**config.mk**
```make
export PLATFORM = sky130hd
export DESIGN_NAME = rb_dump_controller
export DESIGN_NICKNAME = d
export VERILOG_FILES = /design/src/rtl/rb_dump_controller.sv
export SDC_FILE = /design/constraint.sdc
export NUM_CORES = 1
export LEC_CHECK = 0
export ABC_AREA = 1
export BUFFER_PORTS_ARGS = -buffer_cell sky130_fd_sc_hd__buf_2
export CAP_MARGIN = 20
export CORE_ASPECT_RATIO = 1.1
export CORE_UTILIZATION = 35
export CTS_CLUSTER_SIZE = 8
export DETAILED_ROUTE_END_ITERATION = 8
export PLACE_DENSITY = 0.68
export RECOVER_POWER = 100
export SYNTH_ARGS = -nofsm -noshare
export SYNTH_HDL_FRONTEND = slang
export SYNTH_SLANG_ARGS = --single-unit
```
**constraint.sdc**
```tcl
create_clock -name i_clock -period 3.6 [get_ports i_clock]
set_input_delay 1.08 -clock i_clock [delete_from_list [all_inputs] [get_ports i_clock]]
set_output_delay 1.08 -clock i_clock [all_outputs]
set_load 0.05 [all_outputs]
```
**src/rtl/rb_dump_controller.sv**
```systemverilog
// ---------------------------------------------------------------------------
// rb_dump_controller
//
// Debug-side sequencer that walks the whole register bank, reads each
// register through the bank's debug read port and streams it out to the
// debug UART transmitter, least-significant byte first.
//
// Ports
//   i_clock            : single clock, rising-edge
//   i_reset            : synchronous, active-low reset
//   i_start            : dump request pulse (only looked at while idle)
//   i_rb_data          : bank read data, valid one cycle after read enable
//   o_rb_read_enable   : bank debug read enable (one cycle per register)
//   o_rb_read_address  : bank debug read address
//   o_halt             : stalls the pipeline's use of the bank while busy
//   o_tx_data          : byte presented to the transmitter
//   o_tx_valid         : o_tx_data is valid
//   i_tx_ready         : transmitter takes the byte on valid && ready
//   o_busy             : high in every state except idle
//   o_done             : one-cycle pulse after the final byte is taken
// ---------------------------------------------------------------------------
module rb_dump_controller #(
    parameter int NB_DATA    = 32,
    parameter int NB_ADDR    = 5,
    parameter int BANK_DEPTH = 32,
    parameter int NB_BYTE    = 8
) (
    input  logic               i_clock,
    input  logic               i_reset,
    input  logic               i_start,
    input  logic [NB_DATA-1:0] i_rb_data,
    output logic               o_rb_read_enable,
    output logic [NB_ADDR-1:0] o_rb_read_address,
    output logic               o_halt,
    output logic [NB_BYTE-1:0] o_tx_data,
    output logic               o_tx_valid,
    input  logic               i_tx_ready,
    output logic               o_busy,
    output logic               o_done
);

    localparam int NB_WORD_BYTES = NB_DATA / NB_BYTE;
    localparam int NB_BCNT       = (NB_WORD_BYTES > 1) ? $clog2(NB_WORD_BYTES) : 1;

    localparam logic [NB_ADDR-1:0] LAST_IDX  = NB_ADDR'(BANK_DEPTH - 1);
    localparam logic [NB_BCNT-1:0] LAST_BYTE = NB_BCNT'(NB_WORD_BYTES - 1);

    typedef enum logic [2:0] {
        ST_IDLE,
        ST_REQ,
        ST_WAIT,
        ST_SEND,
        ST_DONE
    } state_t;

    state_t             state_q,    state_d;
    logic [NB_ADDR-1:0] index_q,    index_d;
    logic [NB_BCNT-1:0] byte_cnt_q, byte_cnt_d;
    logic [NB_DATA-1:0] shift_q,    shift_d;

    // -----------------------------------------------------------------------
    // State register
    // -----------------------------------------------------------------------
    always_ff @(posedge i_clock) begin
        if (!i_reset) begin
            state_q    <= ST_IDLE;
            index_q    <= '0;
            byte_cnt_q <= '0;
            shift_q    <= '0;
        end else begin
            state_q    <= state_d;
            index_q    <= index_d;
            byte_cnt_q <= byte_cnt_d;
            shift_q    <= shift_d;
        end
    end

    // -----------------------------------------------------------------------
    // Next-state logic
    // -----------------------------------------------------------------------
    always_comb begin
        state_d    = state_q;
        index_d    = index_q;
        byte_cnt_d = byte_cnt_q;
        shift_d    = shift_q;

        case (state_q)
            ST_IDLE: begin
                if (i_start) begin
                    index_d = '0;
                    state_d = ST_REQ;
                end
            end

            ST_REQ: begin
                state_d = ST_WAIT;
            end

            // Bank data is registered: the read issued in REQ is visible on
            // i_rb_data during this cycle and captured at its closing edge.
            ST_WAIT: begin
                shift_d    = i_rb_data;
                byte_cnt_d = '0;
                state_d    = ST_SEND;
            end

            ST_SEND: begin
                if (i_tx_ready) begin
                    shift_d    = shift_q >> NB_BYTE;
                    byte_cnt_d = byte_cnt_q + 1'b1;
                    if (byte_cnt_q == LAST_BYTE) begin
                        if (index_q == LAST_IDX) begin
                            state_d = ST_DONE;
                        end else begin
                            index_d = index_q + 1'b1;
                            state_d = ST_REQ;
                        end
                    end
                end
            end

            ST_DONE: begin
                state_d = ST_IDLE;
            end

            default: begin
                state_d = ST_IDLE;
            end
        endcase
    end

    // -----------------------------------------------------------------------
    // Outputs: pure decode of registered state, so o_tx_valid never depends
    // on i_tx_ready within a cycle.
    // -----------------------------------------------------------------------
    always_comb begin
        o_busy            = (state_q != ST_IDLE);
        o_halt            = (state_q != ST_IDLE);
        o_rb_read_enable  = (state_q == ST_REQ);
        o_rb_read_address = index_q;
        o_tx_valid        = (state_q == ST_SEND);
        o_tx_data         = (state_q == ST_SEND) ? shift_q[NB_BYTE-1:0] : '0;
        o_done            = (state_q == ST_DONE);
    end

endmodule

```
==> run_results.csv, run 1 <==
group,metric,value,unit
critical_path,cp-start-kind,"input pin",
sta,period_minus_slack,2.941,ns
cells_and_area,final_common_cell,"nand2_1",
clock_network,clock_latency,0.29,ns
yosys,syn_inst,299,
yosys,yosys-top-cells-area,"dfxtp_1, nand2_1, nor2_1",
floorplanning,initial_core_util,37.00,%
power_and_ir_drop,leakagePower,1.053,nW
sta,hold_viol,0,
global_route,track_usage,15.37,%
clock_network,cts.sinks,42,
yosys,synth_cell_types,21,
critical_path,crit_top_cell,"nor2_1",
route,vias,1885,
sta,worst_pin_slew,1.555,ns
sta,timing.fmax,340.0,MHz
sta,finalSetupViolCount,0,
clock_network,hold_buffers,0,
cells_and_area,n_antenna_cell,0,
clock_network,h-tree-depth,2,
critical_path,arrival,3.17,ns
cells_and_area,mostFrequentLayoutCells,"nand2_1, dfxtp_1, nor2_1",
placement,io_buffers,53,
floorplanning,dieWidth,74.47,um
critical_path,path_cells,"buf_2, inv_1, nor2_1, nor2_1, buf_4, o21ai_0, a21oi_2",
sta,finalCritPeriodShare,81.69,%
floorplanning,die_y,81.72,um
route,vias_per_cell,4.456,
cells_and_area,n_fill_cell,615,
hold_path,hold_path.class,"reg -> reg",
sta,rsz0062_at_grt,"false",
route,drt_iter0_drc,87,
global_route,antenna_found_initial,0,
route,drc,0,
sta,slew_viol_final,24,
floorplanning,core,5465,um2
clock_network,path_clk_slew,0.08,ns
route,ant_nets,0,
floorplanning,dieArea,6085,um2
placement,gp_congestion,0.7181,
yosys,synth_top_area_share,41.58,%
yosys,yosysSeqAreaShare,41.58,%
floorplanning,io_pins,54,
global_route,grt_pass1_wl,7203,um
global_route,grt_start_max_net_pins,47,
power_and_ir_drop,ir_drop,0.2145,mV
clock_network,cts_buffers,5,
critical_path,slowest_stage,"nor2_1",
yosys,ys_ff_latch,42,
critical_path,crit_fanout,23,
cells_and_area,layout-drive-gt1-share,17.53,%
clock_network,cts_setup_buffers,0,
yosys,netlist_area,2022,um2
power_and_ir_drop,p_per_area,627.0,nW/um2
yosys,synth_top_cell_by_area,"dfxtp_1",
sta,holdWs,0.4561,ns
yosys,synth_area_per_cell,6.762,um2
global_route,grt_pass1_vias,1709,
clock_network,clock_tree.buffer_depth,2,
critical_path,crit_required,3.83,ns
critical_path,endpoint_kind,"flop",
yosys,synth_nets,338,
status,outcome,"finished with violations",
yosys,yosysWarnings,0,
global_route,grt_overflow,0,
cells_and_area,syn2layout_area_growth,18.56,%
status,violations,"max-capacitance violations, max-slew violations",
floorplanning,rows,28,
run,drv_cap,1,
route,dr.pass1.iters,4,
placement,hpwl,2960,um
route,totalWireLength,4325,um
critical_path,critical_path_class,"in -> reg",
clock_network,root_buffer,"clkbuf_8",
sta,tns,0,ns
route,drt-wirelength-per-cell,10.22,um
sta,slew_headroom,-4.081,%
sta,clock_skew,0.006434,ns
clock_network,cts_tree,"done",
cells_and_area,nets,386,
critical_path,slowest_delay,1.18,ns
clock_network,post_cts_resized,0,
[report_power, final]
part           switching (mW)  internal (mW)
registers              0.0503          0.565
logic                   0.367          0.149
clock network           0.165          0.207
[registers in the layout, summed over array words and instances, names as in the netlist]
register and cells:
state_q 3, shift_q 32, byte_cnt_q 2, o_rb_read_address 5
[worst max-delay path: cells and delay by family]
| family | cells | cell delay, ns |
|---|---|---|
| simple gates | 2 | 1.24 |
| buf+inv | 3 | 0.56 |
| compound gates | 2 | 0.28 |
[synthesized netlist by cell type]
cell type / count
nand2_1: 95
dfxtp_1: 42
nor2_1: 39
o21ai_1: 25
inv_1: 23
a21oi_1: 18
a21oi_2: 10
o21ai_0: 10
clkbuf_1: 6
buf_2: 4
nor2_2: 4
nor3_1: 4
buf_6: 3
ha_1: 3
inv_2: 3
nand3_1: 3
buf_1: 2
buf_4: 2
a31oi_1: 1
nand3_4: 1
nor3b_1: 1
[worst paths after layout]
check                     startpoint                       to  slack (ns)  cells past startpoint
max                       i_tx_ready  shift_q[7]$_SDFFE_PN0P_        0.66                      7
min          shift_q[5]$_SDFFE_PN0P_  shift_q[5]$_SDFFE_PN0P_        0.46                      2
max reg2reg  state_q[2]$_SDFFE_PN0P_  shift_q[7]$_SDFFE_PN0P_        0.71                      7
min reg2reg  shift_q[5]$_SDFFE_PN0P_  shift_q[5]$_SDFFE_PN0P_        0.46                      2
[cells by family (layout without fill, tap and decap cells)]
| family | Yosys count | after routing | synth area share [%] |
|---|---|---|---|
| AO/OA/AOI/OAI | 64 | 64 | 17.76 |
| adder cells (fa/ha/maj) | 3 | 3 | 1.857 |
| buffers and inverters | 43 | 92 | 9.715 |
| flip-flops | 42 | 42 | 41.58 |
| AND/OR/NAND/NOR | 147 | 147 | 29.08 |
[layout make-up]
type	count	area, um2	share of cell area (%)
repair buffers	58	275.3	11.48
clock inverters	2	37.54	1.566
well taps	75	93.84	3.914
inverters	26	97.59	4.071
flip-flops and latches	42	840.8	35.07
multi-input cells	214	979.7	40.87
clock buffers	6	72.57	3.027
[per-stage QoR]
step | cells | area [um2] | setup slack (ns) | utilization, % | total power [mW]
after floorplan | 299 | 2022 | 1.038 | - | 1.062
after global placement | 415 | 2325 | 1.203 | 42.54 | 1.155
after global routing | 423 | 2397 | 0.3496 | 43.86 | 1.614
after CTS | 423 | 2435 | 0.8412 | 44.55 | 1.536
after detailed placement | 415 | 2325 | 1.159 | 42.54 | 1.166
final | 423 | 2397 | 0.6592 | 43.86 | 1.503
[per-layer routing]
metal / vias up / GRT usage [%] / wire, um
met1: 815 / 17.99 / 2132
li1: 1027 / - / -
met4: 0 / 5.094 / 38
met5: - / 0 / 0
met2: 39 / 27.21 / 1985
met3: 4 / 3.681 / 168
No activity file was read; power rests on OpenSTA's default activity.
==> run 2: changes to the inputs <==
--- a/config.mk
+++ b/config.mk
@@ -12,7 +12,7 @@
 export CORE_UTILIZATION = 35
 export CTS_CLUSTER_SIZE = 8
 export DETAILED_ROUTE_END_ITERATION = 8
-export PLACE_DENSITY = 0.68
+export PLACE_DENSITY = 0.7
 export RECOVER_POWER = 100
 export SYNTH_ARGS = -nofsm -noshare
 export SYNTH_HDL_FRONTEND = slang
==> constraint.sdc (replaced) <==
create_clock -name i_clock -period 2.4 [get_ports i_clock]
set_input_delay 0.72 -clock i_clock [delete_from_list [all_inputs] [get_ports i_clock]]
set_output_delay 0.72 -clock i_clock [all_outputs]
set_load 0.05 [all_outputs]
==> run 2 against run 1 <==
Net effect:
- the run now ends clean
- sequential cell count is the same
- highest routed layer unchanged
- final cell count up 0.24%
- sequential share of layout area is 0.29 points lower
- register-to-register slack got worse by 0.44 ns
- utilization rose by 0.37 points
- final area increased by 0.84%
- clock skew fell by 0.0021 ns
- global-route usage shrank 0.29 points
==> run_results.csv, run 2 (synthesis results as in run 1) <==
group,metric,value,unit
floorplanning,initial_core_util,37.00,%
floorplanning,core,5465,um2
hold_path,holdCritStartpoint,"shift_q[6]$_SDFFE_PN0P_",
clock_network,h-tree-depth,2,
floorplanning,io_pins,54,
sta,finalCritPeriodShare,93.62,%
floorplanning,die_y,81.72,um
route,drc,0,
route,met1_length,2095,um
clock_network,cts_tree,"done",
status,outcome,"finished, final reports clean",
critical_path,slowest_delay,0.45,ns
global_route,grt_start_max_net_pins,51,
global_route,grt_pass1_wl,7093,um
cells_and_area,syn2layout_area_growth,19.55,%
cells_and_area,largest_reg_flops,32,
critical_path,path_cells,"nand3_4, nor2_1, clkbuf_2",
clock_network,clock_latency,0.30,ns
clock_network,root_buffer,"clkbuf_8",
sta,worst_pin_slew,0.8553,ns
sta,slew_headroom,42.98,%
placement,hpwl,3048,um
route,drt-wirelength-per-cell,10.10,um
critical_path,reg2reg_slack,0.27,ns
run,drv_cap,0,
cells_and_area,final_common_cell,"nand2_1",
sta,timing.fmax,445.1,MHz
sta,rsz0062_at_grt,"false",
critical_path,endpoint_kind,"primary output",
route,top_layer_used,"met4",
power_and_ir_drop,leakagePower,1.089,nW
route,dr.pass1.iters,4,
critical_path,critical_path_class,"reg -> out",
cells_and_area,mostFrequentLayoutCells,"nand2_1, dfxtp_1, nor2_1",
power_and_ir_drop,seqPwrFrac,41.0,%
critical_path,startpoint,"state_q[0]$_SDFFE_PN0P_",
route,wl_met2,1984,um
clock_network,hold_buffers,0,
route,drt_iter0_drc,103,
critical_path,critPathBufInv,1,
critical_path,slowest_stage,"dfxtp_1",
sta,clock_skew,0.004377,ns
hold_path,hold_path.class,"reg -> reg",
clock_network,cts_buffers,5,
cells_and_area,layout-drive-gt1-share,19.77,%
critical_path,arrival,1.53,ns
power_and_ir_drop,p_per_area,929.7,nW/um2
power_and_ir_drop,ir_drop,0.3942,mV
power_and_ir_drop,clkPwrFrac,24.7,%
cells_and_area,top_register,"shift_q",
clock_network,cts.sinks,42,
cells_and_area,n_fill_cell,618,
power_and_ir_drop,cellInternalPower,1.375,mW
power_and_ir_drop,pwr-share-comb,34.3,%
critical_path,cp_top_family,"simple AND/OR/NAND/NOR gates",
global_route,grt_pass1_vias,1683,
sta,finalSetupViolCount,0,
floorplanning,dieArea,6085,um2
cells_and_area,n_antenna_cell,0,
cells_and_area,fin_area,2417,um2
route,wl_met3,144,um
cells_and_area,nets,387,
clock_network,path_clk_slew,0.08,ns
critical_path,timing.rr.start,"state_q[0]$_SDFFE_PN0P_",
global_route,track_usage,15.08,%
global_route,grt_overflow,0,
clock_network,post_cts_resized,0,
critical_path,crit_fanout,26,
route,vias,1876,
placement,place_area,2325,um2
power_and_ir_drop,switching_power,872.2,uW
global_route,antenna_found_initial,0,
route,vias_per_cell,4.425,
sta,slew_viol_final,0,
sta,period_minus_slack,2.247,ns
critical_path,crit_required,1.68,ns
sta,hold_viol,0,
sta,holdWs,0.4525,ns
critical_path,cp-start-kind,"flop",
floorplanning,dieWidth,74.47,um
route,ant_nets,0,
floorplanning,rows,28,
placement,io_buffers,53,
placement,gp_congestion,0.7745,
clock_network,cts_setup_buffers,0,
clock_network,clock_tree.buffer_depth,2,
route,totalWireLength,4284,um
power_and_ir_drop,swShare,38.81,%
-- run 2: routing by layer --
metal  up-vias  track usage (%)
li1       1033                -
met1       792            18.13
met4         0            5.660
met3         6            3.067
met5         -                0
met2        45            26.22
-- run 2: power by group through the flow --
stage / registers, mW / clock network [mW] / logic, mW
3_5_place_dp: 0.938 / 0 / 0.793
3_3_place_gp: 0.935 / 0 / 0.780
5_1_grt: 0.941 / 0.593 / 0.873
2_1_floorplan: 1.00 / 0 / 0.590
4_1_cts: 0.922 / 0.569 / 0.796
6_report: 0.921 / 0.555 / 0.771
-- run 2: final cells by class --
cell class                      count  area [um2]  share of cell area [%]
Multi-Input combinational cell    214       984.7                   40.73
Tap cell                           75       93.84                   3.882
Timing Repair Buffer               59       290.3                   12.01
Clock inverter                      2       37.54                   1.553
Inverter                           26       97.59                   4.037
Sequential cell                    42       840.8                   34.78
Clock buffer                        6       72.57                   3.002
-- run 2: final timing paths --
| path | end | depth (start not counted) |
|---|---|---|
| max | o_tx_data[0] | 3 |
| min | shift_q[6]$_SDFFE_PN0P_ | 2 |
| max reg2reg | shift_q[14]$_SDFFE_PN0P_ | 7 |
| min reg2reg | shift_q[6]$_SDFFE_PN0P_ | 2 |
-- run 2: worst reg2reg max path, delay by kind of cell, from the launching register on --
family | cells | cell delay [ns]
DFF | 1 | 0.45
and+or+nand+nor | 5 | 0.94
buffers and inverters | 2 | 0.68
-- run 2: stage by stage --
step	total power, mW	setup slack, ns	instances	setup TNS [ns]	util, %
floorplan	1.593	0.1982	299	0	-
global placement	1.714	0.03958	415	0	42.54
detailed placement	1.731	-0.008795	415	-0.008795	42.54
CTS	2.287	0.1127	423	0	44.55
global route	2.407	0.01878	424	0	44.23
finish	2.247	0.1531	424	0	44.23
